## src/rtl/ocl_axil_arb2.sv

```systemverilog
// rtl/ocl_axil_arb2.sv - two-port AXI4-Lite arbiter sharing one single-beat register slave
// One transaction in flight, round-robin between ports, write beats read within a port.
module ocl_axil_arb2 #(
  parameter int ADDR_W = 32,
  parameter int DATA_W = 32
) (
  input  logic                clk_main_a0,
  input  logic                rst_main_sync,
  input  logic                s0_awvalid,
  input  logic [ADDR_W-1:0]   s0_awaddr,
  output logic                s0_awready,
  input  logic                s0_wvalid,
  input  logic [DATA_W-1:0]   s0_wdata,
  input  logic [DATA_W/8-1:0] s0_wstrb,
  output logic                s0_wready,
  output logic                s0_bvalid,
  output logic [1:0]          s0_bresp,
  input  logic                s0_bready,
  input  logic                s0_arvalid,
  input  logic [ADDR_W-1:0]   s0_araddr,
  output logic                s0_arready,
  output logic                s0_rvalid,
  output logic [DATA_W-1:0]   s0_rdata,
  output logic [1:0]          s0_rresp,
  input  logic                s0_rready,
  input  logic                s1_awvalid,
  input  logic [ADDR_W-1:0]   s1_awaddr,
  output logic                s1_awready,
  input  logic                s1_wvalid,
  input  logic [DATA_W-1:0]   s1_wdata,
  input  logic [DATA_W/8-1:0] s1_wstrb,
  output logic                s1_wready,
  output logic                s1_bvalid,
  output logic [1:0]          s1_bresp,
  input  logic                s1_bready,
  input  logic                s1_arvalid,
  input  logic [ADDR_W-1:0]   s1_araddr,
  output logic                s1_arready,
  output logic                s1_rvalid,
  output logic [DATA_W-1:0]   s1_rdata,
  output logic [1:0]          s1_rresp,
  input  logic                s1_rready,
  output logic                m_awvalid,
  output logic [ADDR_W-1:0]   m_awaddr,
  input  logic                m_awready,
  output logic                m_wvalid,
  output logic [DATA_W-1:0]   m_wdata,
  output logic [DATA_W/8-1:0] m_wstrb,
  input  logic                m_wready,
  input  logic                m_bvalid,
  input  logic [1:0]          m_bresp,
  output logic                m_bready,
  output logic                m_arvalid,
  output logic [ADDR_W-1:0]   m_araddr,
  input  logic                m_arready,
  input  logic                m_rvalid,
  input  logic [DATA_W-1:0]   m_rdata,
  input  logic [1:0]          m_rresp,
  output logic                m_rready,
  output logic                busy,
  output logic                grant_id
);

  typedef enum logic [2:0] {IDLE, W_DATA, M_WR, M_B, S_B, M_AR, M_R, S_R} state_t;

  state_t                r_state, w_next;
  logic                  r_gnt, r_prio, r_aw_done, r_w_done;
  logic [ADDR_W-1:0]     r_awaddr, r_araddr;
  logic [DATA_W-1:0]     r_wdata, r_rdata0, r_rdata1;
  logic [DATA_W/8-1:0]   r_wstrb;
  logic [1:0]            r_bresp0, r_bresp1, r_rresp0, r_rresp1;

  logic w_req0, w_req1, w_win, w_win_wr, w_grant;
  logic w_s_wvalid, w_s_bready, w_s_rready, w_done;

  assign w_req0     = s0_awvalid | s0_arvalid;
  assign w_req1     = s1_awvalid | s1_arvalid;
  assign w_win      = (w_req0 & w_req1) ? r_prio : w_req1;
  assign w_win_wr   = w_win ? s1_awvalid : s0_awvalid;
  // Readies are suppressed while reset is held so nothing is accepted then dropped.
  assign w_grant    = (r_state == IDLE) & (w_req0 | w_req1) & ~rst_main_sync;
  assign w_s_wvalid = r_gnt ? s1_wvalid : s0_wvalid;
  assign w_s_bready = r_gnt ? s1_bready : s0_bready;
  assign w_s_rready = r_gnt ? s1_rready : s0_rready;
  assign w_done     = ((r_state == S_B) & w_s_bready) | ((r_state == S_R) & w_s_rready);

  always_comb begin
    w_next     = r_state;
    s0_awready = 1'b0; s0_wready = 1'b0; s0_bvalid = 1'b0; s0_arready = 1'b0; s0_rvalid = 1'b0;
    s1_awready = 1'b0; s1_wready = 1'b0; s1_bvalid = 1'b0; s1_arready = 1'b0; s1_rvalid = 1'b0;
    m_awvalid  = 1'b0; m_wvalid  = 1'b0; m_bready  = 1'b0; m_arvalid  = 1'b0; m_rready  = 1'b0;
    case (r_state)
      IDLE: if (w_grant) begin
        w_next     = w_win_wr ? W_DATA : M_AR;
        s0_awready = ~w_win & w_win_wr;
        s0_arready = ~w_win & ~w_win_wr;
        s1_awready = w_win & w_win_wr;
        s1_arready = w_win & ~w_win_wr;
      end
      W_DATA: begin
        s0_wready = ~r_gnt;
        s1_wready = r_gnt;
        if (w_s_wvalid) w_next = M_WR;
      end
      M_WR: begin
        m_awvalid = ~r_aw_done;
        m_wvalid  = ~r_w_done;
        if ((r_aw_done | m_awready) & (r_w_done | m_wready)) w_next = M_B;
      end
      M_B: begin
        m_bready = 1'b1;
        if (m_bvalid) w_next = S_B;
      end
      S_B: begin
        s0_bvalid = ~r_gnt;
        s1_bvalid = r_gnt;
        if (w_s_bready) w_next = IDLE;
      end
      M_AR: begin
        m_arvalid = 1'b1;
        if (m_arready) w_next = M_R;
      end
      M_R: begin
        m_rready = 1'b1;
        if (m_rvalid) w_next = S_R;
      end
      S_R: begin
        s0_rvalid = ~r_gnt;
        s1_rvalid = r_gnt;
        if (w_s_rready) w_next = IDLE;
      end
      default: w_next = IDLE;
    endcase
  end

  always_ff @(posedge clk_main_a0) begin
    if (rst_main_sync) r_state <= IDLE;
    else               r_state <= w_next;
  end

  always_ff @(posedge clk_main_a0) begin
    if (rst_main_sync) begin
      r_gnt     <= 1'b0;  r_prio    <= 1'b0;
      r_aw_done <= 1'b0;  r_w_done  <= 1'b0;
      r_awaddr  <= '0;    r_araddr  <= '0;
      r_wdata   <= '0;    r_wstrb   <= '0;
      r_rdata0  <= '0;    r_rdata1  <= '0;
      r_bresp0  <= '0;    r_bresp1  <= '0;
      r_rresp0  <= '0;    r_rresp1  <= '0;
    end else begin
      if (w_grant) begin
        r_gnt     <= w_win;
        r_aw_done <= 1'b0;
        r_w_done  <= 1'b0;
        if (w_win_wr) r_awaddr <= w_win ? s1_awaddr : s0_awaddr;
        else          r_araddr <= w_win ? s1_araddr : s0_araddr;
      end
      if ((r_state == W_DATA) && w_s_wvalid) begin
        r_wdata <= r_gnt ? s1_wdata : s0_wdata;
        r_wstrb <= r_gnt ? s1_wstrb : s0_wstrb;
      end
      if (m_awvalid && m_awready) r_aw_done <= 1'b1;
      if (m_wvalid && m_wready)   r_w_done  <= 1'b1;
      if (m_bready && m_bvalid) begin
        if (r_gnt) r_bresp1 <= m_bresp;
        else       r_bresp0 <= m_bresp;
      end
      if (m_rready && m_rvalid) begin
        if (r_gnt) begin r_rdata1 <= m_rdata; r_rresp1 <= m_rresp; end
        else       begin r_rdata0 <= m_rdata; r_rresp0 <= m_rresp; end
      end
      if (w_done) r_prio <= ~r_gnt;
    end
  end

  assign m_awaddr = r_awaddr;
  assign m_wdata  = r_wdata;
  assign m_wstrb  = r_wstrb;
  assign m_araddr = r_araddr;
  assign s0_bresp = r_bresp0;
  assign s1_bresp = r_bresp1;
  assign s0_rdata = r_rdata0;
  assign s0_rresp = r_rresp0;
  assign s1_rdata = r_rdata1;
  assign s1_rresp = r_rresp1;
  assign busy     = (r_state != IDLE);
  assign grant_id = r_gnt;

endmodule

```

## config.mk

```make
export PLATFORM = sky130hd
export DESIGN_NAME = ocl_axil_arb2
export DESIGN_NICKNAME = d
export VERILOG_FILES = /design/src/rtl/ocl_axil_arb2.sv
export SDC_FILE = /design/constraint.sdc
export NUM_CORES = 1
export LEC_CHECK = 0
export BUFFER_PORTS_ARGS = -buffer_cell sky130_fd_sc_hd__buf_2
export CAP_MARGIN = 40
export CORE_AREA = 2 2 170 172
export CTS_CLUSTER_DIAMETER = 150
export DETAILED_ROUTE_END_ITERATION = 7
export DIE_AREA = 0 0 172 174
export PLACE_DENSITY_LB_ADDON = 0.3
export SYNTH_ARGS = -nofsm -noshare
export SYNTH_HDL_FRONTEND = slang
export SYNTH_SLANG_ARGS = --single-unit
```

## constraint.sdc

```tcl
create_clock -name clk_main_a0 -period 2.15 [get_ports clk_main_a0]
set_clock_uncertainty 0.05 [all_clocks]
set_input_delay 0.43 -clock clk_main_a0 [delete_from_list [all_inputs] [get_ports clk_main_a0]]
set_output_delay 0.43 -clock clk_main_a0 [all_outputs]
set_load 0.03 [all_outputs]
```

# [Word level (Yosys, flattened, before mapping)]
# Cells that the tools add are included.
[word_totals] inputBits=253 elab_cells=109 reg_bits=179
[classes] eq_ne=15 muxes=41 n_reduce_logical=16 bitwise_logic=22
[ops] op="$mux 32" n=3
[ops] op="$mux 1" n=27
[ops] op="$mux 3" n=9
[ops] op="$pmux 3 s8" n=1
[ops] op="$ne 2x2->1 const B" n=8
[ops] op="$eq 3x3->1 const B" n=4
[ops] op="$reduce_and 2->1" n=6
[ops] op="$and 1x1->1" n=10
[ops] op="$reduce_and 8->1" n=1
[ops] op="$eq 3x2->1 const B" n=2
[ops] op="$not 1->1" n=6
[ops] op="$or 1x1->1" n=6
[ops] op="$logic_and 1x1->1" n=5
[ops] op="$mux 4" n=1
[ops] op="$reduce_bool 2->1" n=2
[ops] op="$eq 3x1->1 const B" n=1
[ops] op="$logic_not 3->1" n=1
[ops] op="$reduce_bool 3->1" n=1

# [Depth between registers and ports, before layout]
# Gate-level depths: netlist (run 1).
[depth] word_depth=8 depth_mapped=9

# [Worst setup path before layout (run 1)]
# No wires, ideal clock.
[synth_path] kind="input-to-output" start="input port s0_arvalid" end="output port s1_awready" required_time_ns=1.670 arrival_ns=2.016 setup_slack_ns=-0.346 path_stages=5 cell_sequence="nor2_1 o22ai_1 buf_2 clkbuf_1 nor4b_1"
[synth_between] elab_chain_len=7 elab_cells_between_ends=10 classes_between="mux (4); bitwise (6)"
[synth_rtl] item="from (decl)" line="19" text="input logic s0_arvalid,"
[synth_rtl] item="$or 1x1->1 *" line="76" text="assign w_req0 = s0_awvalid | s0_arvalid;"
[synth_rtl] item="$and 1x1->1" line="78" text="assign w_win = (w_req0 & w_req1) ? r_prio : w_req1;"
[synth_rtl] item="$mux 1" line="78"
[synth_rtl] item="$mux 1" line="79" text="assign w_win_wr = w_win ? s1_awvalid : s0_awvalid;"
[synth_rtl] item="$and 1x1->1" line="97" text="s1_awready = w_win & w_win_wr;"
[synth_rtl] item="$mux 1 *" line="93" text="IDLE: if (w_grant) begin"
[synth_rtl] item="$mux 1 *" line="92" text="case (r_state)"
[synth_rtl] item="to (decl)" line="28" text="output logic s1_awready,"
# Every way passes the cells marked *; elsewhere a longest branch is shown, timed or not.

# [Worst setup path in the final report (run 1)]
[layout_path] start="register r_state[2]" end="output port s0_awready"
[layout_between] elab_chain_len=5
[layout_rtl] item="from (decl)" line="66" text="state_t r_state, w_next;"
[layout_rtl] item="from (signal assigned)" line="138" text="else r_state <= w_next;"
[layout_rtl] item="$logic_not 3->1 *" line="81, 92"
[layout_rtl] item="$and 1x1->1 (2 in series)" line="81" text="assign w_grant = (r_state == IDLE) & (w_req0 | w_req1) & ~rst_main_sync;"
[layout_rtl] item="$mux 1" line="93"
[layout_rtl] item="$mux 1 *" line="92"
[layout_rtl] item="to (decl)" line="11" text="output logic s0_awready,"
# Marks and branches as above.

==> results.sh, run 1 <==
export IMPL_status="complete, but fails checks"
export IMPL_violations="setup timing"
export IMPL_drt_wl_total_um=27900
export IMPL_seqPwrFrac_pct=34.5
export IMPL_fp_dieArea_sq_um=29900
export IMPL_cp_max_fo=5
export IMPL_cp_cell_sequence="nor3_4, inv_2, or3_4, nor2_4, and2_4, buf_6"
export IMPL_hold_path_class="input pin to flop"
export IMPL_grt_usage_pct=18.0
export IMPL_antenna_found_initial=6
export IMPL_cts_tree="built"
export IMPL_ant_nets=0
export IMPL_placed_cells=1624
export IMPL_timing_final_ws_setup_ns=-0.159
export IMPL_hold_violations=0
export IMPL_final_instance_count_excl_fill=1666
export IMPL_setup_viol=4
export IMPL_ir_drop_mv=0.542
export IMPL_grt_pass1_vias=7156
export IMPL_dr_pass1_iters=4
export IMPL_leakage_nw=5.17
export IMPL_rsz0062_at_grt="yes"
export IMPL_num_vias=7562
export IMPL_max_freq_mhz=433
export IMPL_core_sq_um=28200
export IMPL_wl_per_cell_um=16.8
export IMPL_cp_end_kind="primary output"
export IMPL_p_per_area_nw_per_um2=1090
export IMPL_clock_sinks=179
export IMPL_post_route_period_util_pct=107
export IMPL_place_ws_ns=0.118
export IMPL_die_width_um=172
export IMPL_hpwl_um=21000
export IMPL_fp_dieH_um=174
export IMPL_required_ns=1.67
export IMPL_synthTopCellsByArea="dfxtp_1 47%, mux2i_1 14%, nand2_1 7.0%, a211oi_1 5.5%, nor2_1 5.1%"
export IMPL_final_cell_mix="434 x buf_2, 175 x dfxtp_1, 142 x nand2_1"
export IMPL_grt_pass1_wl_um=41400
export IMPL_critical_path_arrival_ns=1.83
export IMPL_synth_fp_nets=1100
export IMPL_yosysTopAreaCell="dfxtp_1"
export IMPL_numCtsBuffers=17
export IMPL_p_int_mw=7.17
export IMPL_power_frac_clock_pct=26.1
export IMPL_path_clk_slew_ns=0.08
export IMPL_syn_inst=847
export IMPL_slew_viol_final=0
export IMPL_areaGrowthSynthToFinish_pct=44.8
export IMPL_final_nets=1518
export IMPL_reg2reg_depth=9
export IMPL_synth_top_area_share_pct=46.9
export IMPL_synthesis_area_sq_um=7640
export IMPL_start_util_pct=27.1
export IMPL_power_switching_mw=4.87
export IMPL_cts_buffer_depth=2
export IMPL_yosys_warnings=0
export IMPL_io_pins=442
export IMPL_ys_ff_latch=179
export IMPL_num_rows=62
export IMPL_fillers=2993
export IMPL_avgSynthCellArea_sq_um=9.02
export IMPL_ys_seq_area_share_pct=46.9
export IMPL_start_kind="flop"
export IMPL_drtIter0Drc=383
export IMPL_slew_headroom_pct=50.6
export IMPL_drc=0
export IMPL_worst_pin_slew_ns=0.741
export IMPL_io_buffers=441
export IMPL_comb_power_share_pct=39.5
export IMPL_period_needed_ns=2.31
export IMPL_cpMaxStageDelayCell="or3_4"
export IMPL_max_stage_delay_ns=0.44
export IMPL_globalplace_congestion=0.797
export IMPL_switching_share_pct=40.4
export IMPL_clk_latency_ns=0.42
export IMPL_gr_total_overflow=0
export IMPL_h_tree_depth=4
export IMPL_ys_types=42
export IMPL_maxCapViolations=0
export IMPL_hold_path_depth=3
export IMPL_path_class="flop to primary output"
export IMPL_grt_start_max_net_pins=94
export IMPL_layout_commonest_cell="buf_2"
export IMPL_root_buffer="clkbuf_16"
export IMPL_final_layout_size_suffix_gt1_share_pct=43.7
export IMPL_viasPerCell=4.54
==> critical path, delay by kind of cell (launching register included) <==
kind / cells / cell delay [ns]
flops: 1 / 0.34
buf+inv: 2 / 0.18
simple gates: 4 / 0.90
==> flip-flops by register name (all words and copies together) (netlist names), 3 cells and up <==
register,count
m_awaddr,32
s0_rdata,32
r_state,3
m_araddr,32
m_wdata,32
m_wstrb,4
s1_rdata,32
==> per-layer routing <==
layer	routed length (um)	GRT usage, %
met5	0	0
met2	13200	30.2
met3	2930	6.72
met1	11500	21.9
met4	329	3.82
==> power groups by stage <==
| stage | logic [mW] | registers (mW) | clock network, mW |
|---|---|---|---|
| 4_1_cts | 4.68 | 4.14 | 3.26 |
| 3_5_place_dp | 4.59 | 4.23 | 0 |
| 5_1_grt | 5.13 | 4.22 | 3.40 |
| 2_1_floorplan | 2.24 | 5.14 | 0 |
| 3_3_place_gp | 4.54 | 4.22 | 0 |
| 6_report | 4.75 | 4.15 | 3.14 |
==> synth_stat cells <==
library cell	n
dfxtp_1	179
nand2_1	142
mux2i_1	106
nor2_1	104
a21oi_1	74
a211oi_1	56
clkbuf_1	49
a211oi_2	30
o21ai_0	16
nand3b_1	15
buf_2	12
buf_4	5
buf_6	5
and2_1	4
nor3b_1	4
o21ai_1	4
a22oi_1	3
and3_1	3
nand2b_1	3
nand3_1	3
nor2b_1	3
or2_2	3
inv_1	2
nand4_1	2
o22ai_1	2
xor2_1	2
a21boi_0	1
a31oi_1	1
and3b_1	1
buf_1	1
buf_8	1
inv_2	1
nand4b_1	1
nor2_4	1
nor2b_2	1
nor3_1	1
nor3_4	1
nor4_1	1
nor4b_1	1
nor4bb_1	1
o32ai_1	1
or3_4	1
==> layout make-up <==
class	count	area, sq um	area share, %
sequential	179	3590	32.5
antenna	4	10.0	0.0905
clock inverter	15	158	1.42
inverter	3	11.3	0.102
timing repair buffer	472	2630	23.8
multi-input combinational	592	3760	34.0
tap	384	480	4.34
clock buffer	17	425	3.84
==> cell families (layout without fill, tap and decap cells) <==
group / count (synthesis) / after routing / share of synthesized area, %
simple gates: 296 / 296 / 16.9
compound gates: 188 / 188 / 17.3
flops: 179 / 179 / 46.9
mux: 106 / 106 / 13.9
buf+inv: 76 / 507 / 4.81
xor+xnor: 2 / 2 / 0.229
other cells: 0 / 4 / 0
==> path summary, 6_finish.rpt <==
kind	startpoint	to	slack, ns
setup / recovery	r_state[2]$_SDFFE_PP0P_	s0_awready	-0.16
hold / removal	m_rdata[11]	s0_rdata[11]$_SDFFE_PP0P_	0.20
setup reg to reg	r_state[2]$_SDFFE_PP0P_	m_awaddr[4]$_SDFFE_PP0P_	0.08
hold reg to reg	s1_rdata[5]$_SDFFE_PP0P_	s1_rdata[5]$_SDFFE_PP0P_	0.40
==> metrics by stage <==
| step | cell area, sq um | utilization, % | power [mW] | TNS (ns) | hold WS [ns] |
|---|---|---|---|---|---|
| 6_report | 11100 | 39.2 | 12.0 | -0.482 | 0.200 |
| 5_1_grt | 11100 | 39.2 | 12.7 | -0.957 | 0.178 |
| 4_1_cts | 11000 | 38.9 | 12.1 | -0.450 | 0.168 |
| 3_5_place_dp | 10400 | 36.7 | 8.82 | 0 | 0.394 |
| 3_3_place_gp | 10300 | 36.6 | 8.76 | 0 | 0.389 |
| 2_1_floorplan | 7660 | - | 7.38 | -0.0125 | 0.410 |
==> what timing repair did <==
item                                    in CTS  in global routing
hold buffers                                 0                  0
pin swaps                                    3                 12
resized for setup                            8                 13
endpoints found under the setup margin       7                  9
gates cloned                                 0                  0
buffers inserted                             3                  3
(Power assumes the default switching activity.)
==> run 2, diff against run 1 <==
- ABC_AREA: not set -> 1
- CAP_MARGIN: 40 -> 10
==> run 2 against run 1 <==
  * The flow now finishes without violations
  * Via count up 15%
  * Die area is the same
  * Setup slack better by 0.19 ns
  * Total power shrank 7.7%
  * Clock power barely moved
  * Utilization fell by 0.17 points
  * Synthesized cell count increased by 30%
  * Combinational power is 17% lower
  * Maximum frequency rose by 8.8%
  * Design area decreased by 0.43%
  * Synthesized area is essentially flat
  * Critical endpoint is now s0_arready
==> results.sh, run 2 <==
export IMPL_areaGrowthSynthToFinish_pct=44.3
export IMPL_start_kind="flop"
export IMPL_io_buffers=441
export IMPL_final_instance_count_excl_fill=1921
export IMPL_io_pins=442
export IMPL_slew_viol_final=0
export IMPL_ys_ff_latch=179
export IMPL_yosys_warnings=0
export IMPL_post_route_period_util_pct=98.7
export IMPL_synth_ff_type="dfxtp_1"
export IMPL_p_int_mw=6.64
export IMPL_synth_commonest_cells="271 x nand2_1, 235 x nor2_1, 179 x dfxtp_1"
export IMPL_worst_pin_slew_ns=0.454
export IMPL_synth_edf_count=0
export IMPL_fillers=3076
export IMPL_synthSimpleGateAreaFrac_pct=28.7
export IMPL_clock_sinks=179
export IMPL_slew_headroom_pct=69.5
export IMPL_hpwl_um=21000
export IMPL_comb_power_share_pct=35.5
export IMPL_synthArstFlopShare_pct=0
export IMPL_root_buffer="clkbuf_16"
export IMPL_seqPwrFrac_pct=36.4
export IMPL_numCtsBuffers=17
export IMPL_drtIter0Drc=496
export IMPL_place_area_sq_um=10300
export IMPL_holdBufCountCts=0
export IMPL_power_switching_mw=4.47
export IMPL_setup_viol=0
export IMPL_placed_cells=1876
export IMPL_core_sq_um=28200
export IMPL_grt_pass1_vias=8108
export IMPL_fin_area_sq_um=11000
export IMPL_synthMostInstantiatedCell="nand2_1"
export IMPL_gr_total_overflow=0
export IMPL_max_freq_mhz=471
export IMPL_fp_dieH_um=174
export IMPL_viasPerCell=4.52
export IMPL_maxCapViolations=0
export IMPL_power_mw=11.1
export IMPL_synthAdderAreaFrac_pct=0
export IMPL_cts_buffer_depth=2
export IMPL_drt_wl_total_um=27900
export IMPL_critical_path_arrival_ns=1.64
export IMPL_layout_commonest_cell="buf_2"
export IMPL_grt_start_max_net_pins=75
export IMPL_wl_per_cell_um=14.5
export IMPL_h_tree_depth=4
export IMPL_globalplace_congestion=0.867
export IMPL_ant_nets=0
export IMPL_synth_xor_area_share_pct=0
export IMPL_leakage_nw=5.56
export IMPL_path_class="flop to primary output"
export IMPL_grt_pass1_wl_um=43300
export IMPL_cp_max_fo=5
export IMPL_rsz0062_at_grt="yes"
export IMPL_num_rows=62
export IMPL_cp_end_kind="primary output"
export IMPL_setup_tns_ns=0
export IMPL_clk_latency_ns=0.43
export IMPL_path_clk_slew_ns=0.08
export IMPL_ys_types=27
export IMPL_power_frac_clock_pct=28.1
export IMPL_die_width_um=172
export IMPL_syn_inst=1102
export IMPL_avgSynthCellArea_sq_um=6.93
export IMPL_ys_seq_area_share_pct=46.9
export IMPL_final_cell_mix="431 x buf_2, 269 x nand2_1, 231 x nor2_1"
export IMPL_final_layout_size_suffix_gt1_share_pct=36.0
export IMPL_synth_top_area_share_pct=46.9
export IMPL_synth_compound_area_share_pct=17.8
export IMPL_synth_fp_nets=1355
export IMPL_synthTopCellsByArea="dfxtp_1 47%, nand2_1 13%, nor2_1 12%, o21ai_0 11%, a31oi_1 2.9%"
export IMPL_period_needed_ns=2.12
export IMPL_muxShareOfSynthArea_pct=0
export IMPL_antenna_found_initial=3
export IMPL_drc=0
export IMPL_cts_tree="built"
export IMPL_fp_dieArea_sq_um=29900
export IMPL_switching_share_pct=40.3
export IMPL_hold_violations=0
export IMPL_status="finished clean"
export IMPL_synth_top_family_by_area="simple AND/OR/NAND/NOR gates"
export IMPL_ir_drop_mv=0.538
export IMPL_grt_usage_pct=18.3
export IMPL_start_util_pct=27.0
export IMPL_p_per_area_nw_per_um2=1010
export IMPL_dr_pass1_iters=5
export IMPL_required_ns=1.67
export IMPL_num_vias=8676
export IMPL_final_nets=1776
export IMPL_hold_path_class="input pin to flop"
export IMPL_synthesis_area_sq_um=7630
export IMPL_yosysTopAreaCell="dfxtp_1"
run 2: cell types whose count changed in the layout (fill, tap and decap cells not counted), sizes merged, moves of 20 or more:
cell	previous run	this run
a211oi	86	0
a21oi	74	37
a31oi	1	36
inv	12	39
mux2i	106	0
nand2	142	272
nand3	3	23
nor2	105	237
o21ai	20	186
run 2: cell type report:
cell class	instances	area (sq um)	share of cell area, %
well taps	384	480	4.36
diodes	1	2.50	0.0227
inverters	33	134	1.22
multi-input cells	813	3590	32.5
flip-flops and latches	179	3590	32.6
repair buffers	479	2640	23.9
clock buffers	17	425	3.86
clock inverters	15	159	1.44
run 2: metal layers:
metal  part of all wire, %  vias to the layer above  track usage, %
li1                      -                     4409               -
met1                    40                     3923            21.2
met2                    49                      314            31.8
met3                   9.0                       26            6.47
met4                   1.7                        4            4.80
met5                 0.097                        -               0
run 2: worst paths after layout:
| check | startpoint | endpoint | slack [ns] | cells after the start |
|---|---|---|---|---|
| max | r_state[1]$_SDFFE_PP0P_ | s0_arready | 0.03 | 8 |
| min | s0_wdata[0] | m_wdata[0]$_SDFFE_PP0P_ | 0.20 | 3 |
| max reg2reg | r_state[2]$_SDFFE_PP0P_ | s1_rdata[18]$_SDFFE_PP0P_ | 0.21 | 8 |
| min reg2reg | m_araddr[31]$_SDFFE_PP0P_ | m_araddr[31]$_SDFFE_PP0P_ | 0.41 | 2 |
run 2: power groups by stage:
stage                     registers [mW]  logic, mW  clock network [mW]
after floorplan                     4.93       1.68                   0
after global placement              4.10       3.75                   0
after detailed placement            4.10       3.78                   0
after CTS                           4.04       3.83                3.20
after global routing                4.10       4.33                3.39
final                               4.05       3.94                3.12
run 2: per-stage QoR:
| stage | setup WS [ns] | util, % | hold slack (ns) |
|---|---|---|---|
| after global placement | 0.154 | 36.4 | 0.401 |
| after CTS | -0.00144 | 38.6 | 0.177 |
| after detailed placement | 0.113 | 36.4 | 0.404 |
| final | 0.0287 | 39.0 | 0.200 |
| after floorplan | 0.0963 | - | 0.407 |
| after global routing | -0.0813 | 39.0 | 0.181 |
run 2: cells by family (layout without fill, tap and decap cells):
family / Yosys count / after routing
AND/OR/NAND/NOR: 552 / 552
AO/OA/AOI/OAI: 261 / 261
flip-flops: 179 / 179
buffers and inverters: 110 / 544
other: 0 / 1
run 2: critical path, cell delays in order (launching register included):
cell and delay, ns:
dfxtp_2 0.34, inv_2 0.09, nand3_4 0.10, inv_2 0.08, nand2_4 0.09, nor2_8 0.18, inv_4 0.05, nor3_2 0.10
buf_4 0.18
run 2: repair_timing:
| item | 4_1_cts | 5_1_grt |
|---|---|---|
| endpoints found under the setup margin | 4 | 12 |
| setup buffers | 5 | 7 |
| resized for setup | 10 | 20 |
| pin swaps | 0 | 3 |
| cloned | 0 | 0 |
==> run 3, diff against run 2 <==
- CELL_PAD_IN_SITES_DETAIL_PLACEMENT: not set -> 1
- CELL_PAD_IN_SITES_GLOBAL_PLACEMENT: not set -> 1
- CORE_AREA: 2 2 170 172 -> 2 2 171 173
- DIE_AREA: 0 0 172 174 -> 0 0 173 175
==> run 3 against run 2 <==
  * Total power up 1.0%
  * Cell count rose by 0.31%
  * Sequential power barely moved
  * Utilization down 0.27 points
  * Global-route usage rose by 1.3 points
  * Count of clock-buffer cells in the layout did not move
  * Die area up 1.2%
  * Largest power group unchanged
==> results.sh, run 3 (same netlist as run 2, synthesis figures left out) <==
export IMPL_period_needed_ns=2.07
export IMPL_min_to="s1_rdata[18]$_SDFFE_PP0P_"
export IMPL_ir_drop_mv=0.430
export IMPL_reg2reg_depth=10
export IMPL_grt_pass1_vias=8879
export IMPL_crit_start="r_state[0]$_SDFFE_PP0P_"
export IMPL_globalplace_congestion=0.809
export IMPL_final_nets=1774
export IMPL_fin_area_sq_um=11000
export IMPL_start_util_pct=26.9
export IMPL_clk_latency_ns=0.42
export IMPL_drt_wl_total_um=31000
export IMPL_drtIter0Drc=355
export IMPL_place_ws_ns=0.261
export IMPL_place_area_sq_um=10300
export IMPL_cp_max_fo=5
export IMPL_dr_pass1_iters=4
export IMPL_root_buffer="clkbuf_16"
export IMPL_slew_headroom_pct=76.5
export IMPL_leakage_nw=5.56
export IMPL_h_tree_depth=4
export IMPL_grt_start_max_net_pins=81
export IMPL_worst_pin_slew_ns=0.353
export IMPL_grt_usage_pct=19.6
export IMPL_antenna_found_initial=8
export IMPL_grt_pass1_wl_um=47400
export IMPL_fillers=3684
export IMPL_viasPerCell=4.57
export IMPL_final_layout_size_suffix_gt1_share_pct=35.9
export IMPL_p_per_area_nw_per_um2=1020
export IMPL_core_sq_um=28400
export IMPL_hold_path_depth=3
export IMPL_status="finished clean"
export IMPL_hold_path_class="input pin to flop"
export IMPL_num_rows=62
export IMPL_setup_viol=0
export IMPL_die_width_um=173
export IMPL_holdBufCountCts=0
export IMPL_post_route_period_util_pct=96.5
export IMPL_cp_end_kind="primary output"
export IMPL_numCtsBuffers=17
export IMPL_maxCapViolations=0
export IMPL_start_kind="flop"
export IMPL_slew_viol_final=0
export IMPL_cts_tree="built"
export IMPL_hp_start="m_rdata[18]"
export IMPL_fp_dieH_um=175
export IMPL_hold_violations=0
export IMPL_drc=0
export IMPL_cts_buffer_depth=2
export IMPL_fp_dieArea_sq_um=30300
export IMPL_hpwl_um=23500
export IMPL_clock_sinks=179
export IMPL_path_class="flop to primary output"
export IMPL_layout_commonest_cell="buf_2"
export IMPL_required_ns=1.67
export IMPL_gr_total_overflow=0
export IMPL_timing_final_ws_setup_ns=0.0756
export IMPL_reg2reg_from="r_state[0]$_SDFFE_PP0P_"
export IMPL_path_clk_slew_ns=0.08
export IMPL_io_pins=442
export IMPL_rr_endpoint="m_araddr[31]$_SDFFE_PP0P_"
export IMPL_num_vias=8804
export IMPL_wl_per_cell_um=16.1
export IMPL_io_buffers=441
export IMPL_rrSetupSlack_ns=0.42
export IMPL_critical_path_arrival_ns=1.59
export IMPL_areaGrowthSynthToFinish_pct=44.1
export IMPL_final_cell_mix="434 x buf_2, 269 x nand2_1, 232 x nor2_1"
export IMPL_max_freq_mhz=482
export IMPL_ant_nets=0
run 3: cell count changes in the layout (fill, tap and decap cells not counted), sizes merged:
cell | previous run | this run
bufinv | 0 | 1
clkbuf | 21 | 19
clkinvlp | 2 | 1
diode | 1 | 9
run 3: power breakdown:
part / leakage (nW) / total [mW] / switching, mW / internal, mW
clock: 0.290 / 3.19 / 1.53 / 1.66
sequential: 1.46 / 4.04 / 0.248 / 3.79
combinational: 3.81 / 3.99 / 2.71 / 1.28
total: 5.56 / 11.2 / 4.49 / 6.73
run 3: area by class of cell:
| class | count | area [sq um] | area share [%] |
|---|---|---|---|
| inverter | 33 | 136 | 1.24 |
| timing repair buffer | 477 | 2610 | 23.7 |
| tap | 384 | 480 | 4.37 |
| multi-input combinational | 813 | 3570 | 32.4 |
| sequential | 179 | 3590 | 32.7 |
| clock buffer | 17 | 425 | 3.87 |
| clock inverter | 15 | 166 | 1.51 |
| antenna | 9 | 22.5 | 0.205 |
run 3: critical path, cell delays in order (launching register included):
cell and delay, ns:
dfxtp_4 0.37, inv_4 0.08, nand3_4 0.07, inv_2 0.07, nand2_4 0.07, nor2_8 0.14
inv_2 0.06, nor3_2 0.13, buf_4 0.19
run 3: layer usage:
layer	GRT usage [%]	share of wire [%]
met4	8.37	2.8
met3	4.48	5.8
met1	23.3	42
met2	34.1	49
met5	0	0.042
run 3: worst max path at each step:
stage / to / slack, ns / depth (start not counted)
6_report: s0_arready / 0.08 / 8
5_1_grt: s1_arready / -0.03 / 8
4_1_cts: s0_arready / 0.009 / 8
3_5_place_dp: m_araddr[14]$_SDFFE_PP0P_ / 0.26 / 8
3_3_place_gp: s0_awready / 0.31 / 8
2_1_floorplan: s1_arready / 0.1 / 8
run 3: repair_timing:
action / CTS / global route
endpoints found under the setup margin: 6 / 9
gates resized for setup: 9 / 15
pin swaps: 1 / 1
buffers inserted: 6 / 4
run 3: stage by stage:
step	hold slack, ns	std cells	power, mW	TNS (ns)	utilization, %
floorplan	0.407	1102	6.61	0	-
global placement	0.398	1876	7.93	0	36.2
detailed placement	0.408	1876	8.00	0	36.2
CTS	0.181	1914	11.3	0	38.5
global route	0.191	1925	11.9	-0.0304	38.7
finish	0.208	1927	11.2	0	38.7
